[src/rtl/gate_bist_pkg.sv]
// Shared types and constants for the gate self-test sequencer.
// Truth tables are indexed by input vector: bit i is the expected output for input i.
package gate_bist_pkg;

  typedef logic [1:0] state_t;

  localparam state_t StIdle  = 2'd0;
  localparam state_t StWait  = 2'd1;
  localparam state_t StCheck = 2'd2;
  localparam state_t StDone  = 2'd3;

  localparam logic [3:0] TT_AND  = 4'b1000;
  localparam logic [3:0] TT_OR   = 4'b1110;
  localparam logic [3:0] TT_XOR  = 4'b0110;
  localparam logic [3:0] TT_NAND = 4'b0111;
  localparam logic [3:0] TT_NOR  = 4'b0001;

endpackage

[src/rtl/gate_bist_if.sv]
// Control, status and gate-facing signals of the self-test sequencer.
// master drives start and the gate output; slave is the sequencer.
interface gate_bist_if #(
  parameter int unsigned N_IN = 2
);
  logic            start;
  logic            dut_out;
  logic [N_IN-1:0] dut_in;
  logic            busy;
  logic            done;
  logic            pass;
  logic [N_IN:0]   err_count;
  logic [N_IN-1:0] fail_vec;

  modport master (
    output start, dut_out,
    input  dut_in, busy, done, pass, err_count, fail_vec
  );

  modport slave (
    input  start, dut_out,
    output dut_in, busy, done, pass, err_count, fail_vec
  );
endinterface

[src/rtl/gate_bist_settle_cnt.sv]
// Loadable down-counter timing the settle interval after each applied vector.
// Saturates at zero; zero_o flags that the wait is over.
module gate_bist_settle_cnt #(
  parameter int unsigned SETTLE = 2
) (
  input  logic clk,
  input  logic rst,
  input  logic load_i,
  input  logic dec_i,
  output logic zero_o
);

  // Keep at least one bit so SETTLE=0 still builds.
  localparam int unsigned CntW = (SETTLE > 0) ? $clog2(SETTLE + 1) : 1;

  logic [CntW-1:0] cnt_d, cnt_q;

  always_comb begin
    cnt_d = cnt_q;
    if (load_i) begin
      cnt_d = CntW'(SETTLE);
    end else if (dec_i && (cnt_q != '0)) begin
      cnt_d = cnt_q - CntW'(1);
    end
  end

  always_ff @(posedge clk or posedge rst) begin
    if (rst) begin
      cnt_q <= '0;
    end else begin
      cnt_q <= cnt_d;
    end
  end

  assign zero_o = (cnt_q == '0);

endmodule

[src/rtl/gate_bist_ctrl.sv]
// Self-test sequencer: walks every input vector through a combinational gate, compares
// its output against TRUTH and reports verdict, mismatch count and first failing vector.
module gate_bist_ctrl
  import gate_bist_pkg::*;
#(
  parameter int unsigned        N_IN   = 2,
  parameter logic [2**N_IN-1:0] TRUTH  = 4'b1000,
  parameter int unsigned        SETTLE = 2
) (
  input logic       clk,
  input logic       rst,
  gate_bist_if.slave bus
);

  localparam logic [N_IN-1:0] LastIdx = '1;

  state_t          state_d, state_q;
  logic [N_IN-1:0] idx_d, idx_q;
  logic [N_IN-1:0] dut_in_d, dut_in_q;
  logic            busy_d, busy_q;
  logic            done_d, done_q;
  logic            pass_d, pass_q;
  logic [N_IN:0]   err_d, err_q;
  logic [N_IN-1:0] fail_d, fail_q;

  logic            cnt_load, cnt_dec, cnt_zero;
  logic            mism;
  logic [N_IN:0]   err_inc;

  gate_bist_settle_cnt #(
    .SETTLE(SETTLE)
  ) u_settle_cnt (
    .clk   (clk),
    .rst   (rst),
    .load_i(cnt_load),
    .dec_i (cnt_dec),
    .zero_o(cnt_zero)
  );

  // Case inequality so an X/Z gate output is never mistaken for a match.
  assign mism    = (bus.dut_out !== TRUTH[idx_q]);
  assign err_inc = err_q + (N_IN+1)'(mism);

  always_comb begin
    state_d  = state_q;
    idx_d    = idx_q;
    dut_in_d = dut_in_q;
    busy_d   = busy_q;
    done_d   = done_q;
    pass_d   = pass_q;
    err_d    = err_q;
    fail_d   = fail_q;
    cnt_load = 1'b0;
    cnt_dec  = 1'b0;
    unique case (state_q)
      StIdle, StDone: begin
        if (bus.start) begin
          idx_d    = '0;
          dut_in_d = '0;
          err_d    = '0;
          fail_d   = '0;
          done_d   = 1'b0;
          pass_d   = 1'b0;
          busy_d   = 1'b1;
          cnt_load = 1'b1;
          state_d  = StWait;
        end
      end
      StWait: begin
        if (cnt_zero) begin
          state_d = StCheck;
        end else begin
          cnt_dec = 1'b1;
        end
      end
      StCheck: begin
        err_d = err_inc;
        if (mism && (err_q == '0)) begin
          fail_d = idx_q;
        end
        if (idx_q == LastIdx) begin
          busy_d  = 1'b0;
          done_d  = 1'b1;
          pass_d  = (err_inc == '0);
          state_d = StDone;
        end else begin
          idx_d    = idx_q + N_IN'(1);
          dut_in_d = idx_q + N_IN'(1);
          cnt_load = 1'b1;
          state_d  = StWait;
        end
      end
      default: state_d = StIdle;
    endcase
  end

  always_ff @(posedge clk or posedge rst) begin
    if (rst) begin
      state_q  <= StIdle;
      idx_q    <= '0;
      dut_in_q <= '0;
      busy_q   <= 1'b0;
      done_q   <= 1'b0;
      pass_q   <= 1'b0;
      err_q    <= '0;
      fail_q   <= '0;
    end else begin
      state_q  <= state_d;
      idx_q    <= idx_d;
      dut_in_q <= dut_in_d;
      busy_q   <= busy_d;
      done_q   <= done_d;
      pass_q   <= pass_d;
      err_q    <= err_d;
      fail_q   <= fail_d;
    end
  end

  assign bus.dut_in    = dut_in_q;
  assign bus.busy      = busy_q;
  assign bus.done      = done_q;
  assign bus.pass      = pass_q;
  assign bus.err_count = err_q;
  assign bus.fail_vec  = fail_q;

endmodule

[src/flat_wrapper.sv]
// flat-port wrapper written by rule: the top's interface ports become plain ports
module gate_bist_ctrl_flat import gate_bist_pkg::*;
#(
  parameter int unsigned        N_IN   = 2,
  parameter logic [2**N_IN-1:0] TRUTH  = 4'b1000,
  parameter int unsigned        SETTLE = 2
)
  (clk, rst, bus_start, bus_dut_out, bus_dut_in, bus_busy, bus_done, bus_pass, bus_err_count, bus_fail_vec);
  gate_bist_if #(.N_IN(N_IN)) bus_i ();
  input logic clk;
  input logic rst;
  input wire logic [$bits(bus_i.start)-1:0] bus_start;
  input wire logic [$bits(bus_i.dut_out)-1:0] bus_dut_out;
  output wire logic [$bits(bus_i.dut_in)-1:0] bus_dut_in;
  output wire logic [$bits(bus_i.busy)-1:0] bus_busy;
  output wire logic [$bits(bus_i.done)-1:0] bus_done;
  output wire logic [$bits(bus_i.pass)-1:0] bus_pass;
  output wire logic [$bits(bus_i.err_count)-1:0] bus_err_count;
  output wire logic [$bits(bus_i.fail_vec)-1:0] bus_fail_vec;
  assign bus_i.start = bus_start;
  assign bus_i.dut_out = bus_dut_out;
  assign bus_dut_in = bus_i.dut_in;
  assign bus_busy = bus_i.busy;
  assign bus_done = bus_i.done;
  assign bus_pass = bus_i.pass;
  assign bus_err_count = bus_i.err_count;
  assign bus_fail_vec = bus_i.fail_vec;
  gate_bist_ctrl #(.N_IN(N_IN), .TRUTH(TRUTH), .SETTLE(SETTLE)) u_core (.clk(clk), .rst(rst), .bus(bus_i));
endmodule
[config.mk]
export PLATFORM = sky130hd
export DESIGN_NAME = gate_bist_ctrl_flat
export DESIGN_NICKNAME = d
export VERILOG_FILES = /design/src/rtl/gate_bist_pkg.sv /design/src/rtl/gate_bist_if.sv /design/src/rtl/gate_bist_settle_cnt.sv /design/src/rtl/gate_bist_ctrl.sv /design/src/flat_wrapper.sv
export SDC_FILE = /design/constraint.sdc
export NUM_CORES = 1
export LEC_CHECK = 0
export CAP_MARGIN = 20
export CORE_MARGIN = 5
export CORE_UTILIZATION = 50
export DETAILED_ROUTE_END_ITERATION = 7
export GPL_TIMING_DRIVEN = 0
export PLACE_DENSITY = 0.8
export SLEW_MARGIN = 20
export SYNTH_ARGS = -nofsm -noshare
export SYNTH_HDL_FRONTEND = slang
export SYNTH_HIERARCHICAL = 1
export SYNTH_SLANG_ARGS = --single-unit
[constraint.sdc]
create_clock -name clk -period 2.4 [get_ports clk]
set_clock_uncertainty 0.2 [all_clocks]
set_input_delay 0.24 -clock clk [delete_from_list [all_inputs] [get_ports clk]]
set_output_delay 0.24 -clock clk [all_outputs]
set_load 0.01 [all_outputs]
Word-level counts from Yosys, hierarchy flattened
Cells that the tools add are included.
W data, S select, Z words.
{ "classes": {"n_addsub": 3, "multipliers": 0, "div": 0, "order_cmp": 1, "n_eq_ne": 10, "shift": 0, "mux": 28, "bitwise": 0, "n_reduce_logical": 15} }
{ "ops": {"columns": ["op", "count"], "rows": [
  ["$mux W2", 8],
  ["$mux W1", 10],
  ["$reduce_and A3 Y1", 3],
  ["$pmux W1 S2", 4],
  ["$pmux W2 S2", 2],
  ["$eq A2 B2 Y1 const B", 3],
  ["$logic_not A3 Y1", 2],
  ["$ne A2 B1 Y1 const B", 3],
  ["$pmux W2 S3", 1],
  ["$pmux W3 S2", 1],
  ["$reduce_bool A2 Y1", 3],
  ["$logic_not A2 Y1", 2],
  ["$ne A2 B2 Y1 const B", 2],
  ["$reduce_and A2 Y1", 2],
  ["$add A3 B1 Y3", 1],
  ["$lt A2 B3 Y1 const B", 1],
  ["$mux W3", 1],
  ["$add A2 B1 Y2 const B", 1],
  ["$bmux W1 S2", 1],
  ["$eq A2 B1 Y1 const B", 1],
  ["$logic_and A1 B1 Y1", 2],
  ["$reduce_or A2 Y1", 1],
  ["$sub A2 B1 Y2 const B", 1],
  ["$nex A1 B1 Y1", 1]
]} }
{ "word_totals": {"ff_bits": 14, "latchBits": 0, "mem_bits_rw": 0, "mem_bits_ro": 0, "in_bits": 4, "output_inout_bits": 10, "word_cells": 65, "mem_count": 0} }

Longest topological paths before layout
Gate-level depths: netlist of run 1.
{ "depth": {"depth_word": 7, "ltp_mapped": 8, "ltp_nobuf": 7} }

Hierarchy
The synthesis of run 1 kept the hierarchy.
{ "modules_own_cells": {"columns": ["module", "instances", "cells_each", "area_per_inst_um2", "seq_area_each_um2"], "rows": [
  ["gate_bist_ctrl", 1, 78, 767.0, 300.3],
  ["gate_bist_settle_cnt", 1, 13, 127.6, 50.0]
]} }

Worst setup path before layout of run 1
Ideal clock, no wire load.
{ "synth_path": {"path_kind": "register to register", "startpoint": "register u_core/bus.dut_in[0] (netlist name)", "endpoint": "register u_core.pass_q, in the netlist u_core/bus.pass", "setup_ns": 0.065, "arrival_ns": 1.782, "t_required_ns": 2.135, "path_slack_ns": 0.353, "stages_incl_launch_ff": 9, "n_path_buf": 1, "period_less_slack_ns": 2.047, "path_cell_list": "dfrtp_1 -> ha_1 -> buf_2 -> xor2_2 -> ha_1 -> ha_1 -> nor3b_1 -> o2111ai_1 -> nand2_1"} }
{ "synth_lines": {"columns": ["item", "line", "text"], "rows": [
  ["end signal: assignment", "gate_bist_ctrl.sv:113", "pass_q <= pass_d;"],
  ["end: declaration", "gate_bist_ctrl.sv:22", "logic pass_d, pass_q;"]
]} }

==> key figures, run 1 <==
Timing
  • Peak Freq: 449.9 MHz
  • Max-slew violation count: 0
  • RSZ-0062 raised after global routing: false
  • Period Utilization, post-route: 92.60%
  • Fin Hold WS: 311.3 ps
  • Slew HR: 68.85%
  • Final WS setup: 177.5 ps
  • Final Hold Fails: 0
  • Minimum clock period: 2223 ps
  • Setup tns final: 0 ps
  • Final setup fails: 0
  • Worst-margin pin slew: 466.7 ps

Critical path
  • CP top delay family: adder cells
  • Worst Path Arrival: 2240 ps
  • Worst reg-to-reg setup slack: 180 ps
  • Worst path cell trace: ha_1 -> buf_2 -> xor2_2 -> ha_1 -> ha_1 -> nor3b_1 -> o2111ai_1 -> nand2_1
  • CP max-delay cell: dfrtp_1
  • Most common cell on crit path: ha_1
  • Crit start category: flip-flop
  • CP bufs+invs: 1
  • Critical path class: reg2reg
  • Crit path capture type: flip-flop
  • CP Max Fanout: 10
  • Required time of the critical path: 2420 ps
  • Slowest Stage Delay on Critical Path: 440 ps

Clock network
  • Worst skew pair latency: 280 ps
  • CTS max path bufs: 2
  • CTS sink cnt: 14
  • Clock slew at reported path FFs: 90 ps
  • Post-CTS setup buffer count: 0
  • H-tree depth: 1
  • Root buf cell: clkbuf_4
  • CTS tree: yes
  • Post-CTS sizing: 0
  • Cts bufs inserted: 3

Power
  • Static Leak: 0.5256 nW
  • Tot Pwr: 0.9741 mW
  • Maximum VDD drop: 0.6520 mV
  • Pwr Density: 883.7 nW/um^2

Place
  • Place WS: 193.1 ps
  • Gpl congestion: 0.8444
  • Hpwl dp: 1363 microns
  • Cells after DPL: 129
  • I/O Buffers: 13

Floorplanning
  • Die height: 52.30 microns
  • # rows: 15
  • Effective utilization at floorplan: 52.38%
  • Die X: 52.30 microns
  • Core Area: 1708 sq um
  • I/O Pins: 14
  • Die area: 2735 sq um

Route
  • 1st-iter DRT viols: 18
  • Vias per cell: 5.343
  • Detailed Routing Iterations Pass 1: 4
  • Avg WL per Cell: 13.66 microns
  • DRC Markers: 0
  • Drt total wl: 1830 microns
  • Via count: 716
  • Post-detailed-route count of antenna-violating nets: 0

Cells and area
  • Finished Layout Cells: 134
  • Layout cells sized above 1: 12.84%
  • Layout area overhead: 23.22%
  • Most frequent cells in the layout: 14 x dfrtp_1, 13 x clkdlybuf4s50_1, 9 x a21oi_1
  • NumNets Final: 121
  • Antenna Diode Count: 0
  • Most common cell after layout, fill and taps aside: dfrtp_1

GRT
  • Antenna violations before repair: 0
  • Largest net degree at the start of global routing: 13
  • First-pass GRT wire length: 3194 microns
  • Overall Global Routing Usage: 15.96%
  • Vias in the first global route: 752
  • Congestion Overflow GR: 0

Yosys
  • Syn avg cell area: 9.831 sq um
  • Post-Syn Instances: 91
  • Mapped cell area: 894.6 sq um
  • Flops & latches, synth: 14
  • Yosys cell types: 32
  • Seq/Total Area, Yosys: 39.16%
  • Syn_nets: 102
  • Ys Warns: 6

Worst hold path
  • Hold crit path type: reg2reg

Run
  • # Max-Cap Violations: 0

Status
  • Status: finished, final reports clean
-- repair_timing --
action / CTS / global route
endpoints found under the hold margin: 2 / 0
setup endpoints to repair: 0 / 0
hold buffers: 1 / 0
-- tightest hold or removal path, delay by kind of cell (launching register included) --
kind | cells | cell delay [ps]
flip-flops | 1 | 350
AO/OA/AOI/OAI | 1 | 70
AND/OR/NAND/NOR | 1 | 60
-- Yosys cell counts (all sizes together) --
cell      n  share of area, %
and2b     2               1.7
ha        7               9.8
buf       4               3.6
o21bai    1              0.84
nor2      5               2.1
o31ai     2               1.7
nor3      1              0.56
dfrtp    14                39
nand2b    5               4.3
a22o      3               2.9
and2      1              0.70
o21ai     4               2.7
a21oi     9               5.0
nor3b     1              0.84
xnor2     1              0.98
xor2      1               1.8
and4bb    1               1.4
and3      2               1.4
nor2b     2               1.4
nand2     7               2.9
mux2      1               1.7
o2bb2ai   1              0.98
inv       8               3.4
o2111ai   1              0.98
or2       1              0.70
a221o     2               2.2
a32o      2               2.2
o41ai     1              0.98
and3b     1              0.98
-- per-stage QoR --
stage	area [sq um]	utilization [%]
floorplan	894.6	-
global placement	1056	61.83
detailed placement	1056	61.83
CTS	1102	64.54
global route	1102	64.54
finish	1102	64.54
-- per-layer routing --
| metal | routed length (microns) | vias to the layer above | GRT usage, % |
|---|---|---|---|
| met5 | 0 | - | 0 |
| met3 | 74 | 2 | 3.704 |
| met4 | 14 | 0 | 8.511 |
| li1 | - | 355 | - |
| met1 | 877 | 343 | 21.03 |
| met2 | 863 | 16 | 23.97 |
-- layout make-up --
class / instances / area, sq um
tap: 25 / 31.28
timing repair buffer: 14 / 140.1
inverter: 8 / 30.03
clock buffer: 4 / 36.28
sequential: 14 / 350.3
fill: 137 / 605.6
buffer: 4 / 32.53
multi-input combinational: 65 / 481.7
-- flip-flops by register name (all words and copies together), names as in the netlist --
name / cells
u_core/bus.dut_in: 2
u_core/bus.fail_vec: 2
u_core/state_q: 2
u_core/bus.pass: 1
u_core/bus.done: 1
u_core/bus.err_count: 3
u_core/u_settle_cnt/cnt_q: 2
u_core/bus.busy: 1
-- path summary, 6_finish.rpt --
| path | start | end | depth (start not counted) |
|---|---|---|---|
| max in group asynchronous | rst | u_core/state_q[0]$_DFFE_PP0P_ | 3 |
| max | u_core/bus.dut_in[0]$_DFFE_PP0P_ | u_core/bus.pass$_DFFE_PP0P_ | 8 |
| max reg2reg | u_core/bus.dut_in[0]$_DFFE_PP0P_ | u_core/bus.pass$_DFFE_PP0P_ | 8 |
| min in group asynchronous | rst | u_core/u_settle_cnt/cnt_q[1]$_DFFE_PP0P_ | 3 |
| min reg2reg | u_core/bus.pass$_DFFE_PP0P_ | u_core/bus.pass$_DFFE_PP0P_ | 2 |
| min | u_core/bus.pass$_DFFE_PP0P_ | u_core/bus.pass$_DFFE_PP0P_ | 2 |
-- kinds of logic (layout without fill, tap and decap cells) --
| logic type | Yosys count | in the layout | share of synthesized area, % |
|---|---|---|---|
| simple gates | 29 | 29 | 19.02 |
| compound gates | 26 | 26 | 20.56 |
| flops | 14 | 14 | 39.16 |
| buf+inv | 12 | 30 | 6.993 |
| fa+ha+maj | 7 | 7 | 9.790 |
| xor+xnor | 2 | 2 | 2.798 |
| mux | 1 | 1 | 1.678 |
-- report_power, final --
group	switching, mW	internal, mW	total, mW	leakage (nW)
Clock	0.0791	0.0922	0.171	0.0210
Combinational	0.256	0.232	0.488	0.324
Sequential	0.0347	0.280	0.315	0.180
(Power assumes the default switching activity.)
==> run 2: changes to the inputs <==
--- a/config.mk
+++ b/config.mk
@@ -8,6 +8,7 @@
 export CAP_MARGIN = 20
 export CORE_MARGIN = 5
 export CORE_UTILIZATION = 50
+export CTS_CLUSTER_SIZE = 24
 export DETAILED_ROUTE_END_ITERATION = 7
 export GPL_TIMING_DRIVEN = 0
 export PLACE_DENSITY = 0.8
==> results of run 2 <==
The final DEF is identical to that of run 1; final timing and power are the same.
==> run 3: changes to the inputs <==
==> constraint.sdc (replaced) <==
create_clock -name clk -period 2.8 [get_ports clk]
set_clock_uncertainty 0.2 [all_clocks]
set_input_delay 0.28 -clock clk [delete_from_list [all_inputs] [get_ports clk]]
set_output_delay 0.28 -clock clk [all_outputs]
set_load 0.01 [all_outputs]
==> results of run 3 <==
Same layout as run 1 (identical final DEF). Status: finished, final reports clean.
Main changes from that run: setup slack after placement 193.1 ps -> 593.1 ps; setup slack after layout 177.5 ps -> 577.5 ps; register-to-register setup slack 180 ps -> 580 ps; total power 0.9741 mW -> 0.8350 mW; worst IR drop on VDD 0.6520 mV -> 0.5589 mV
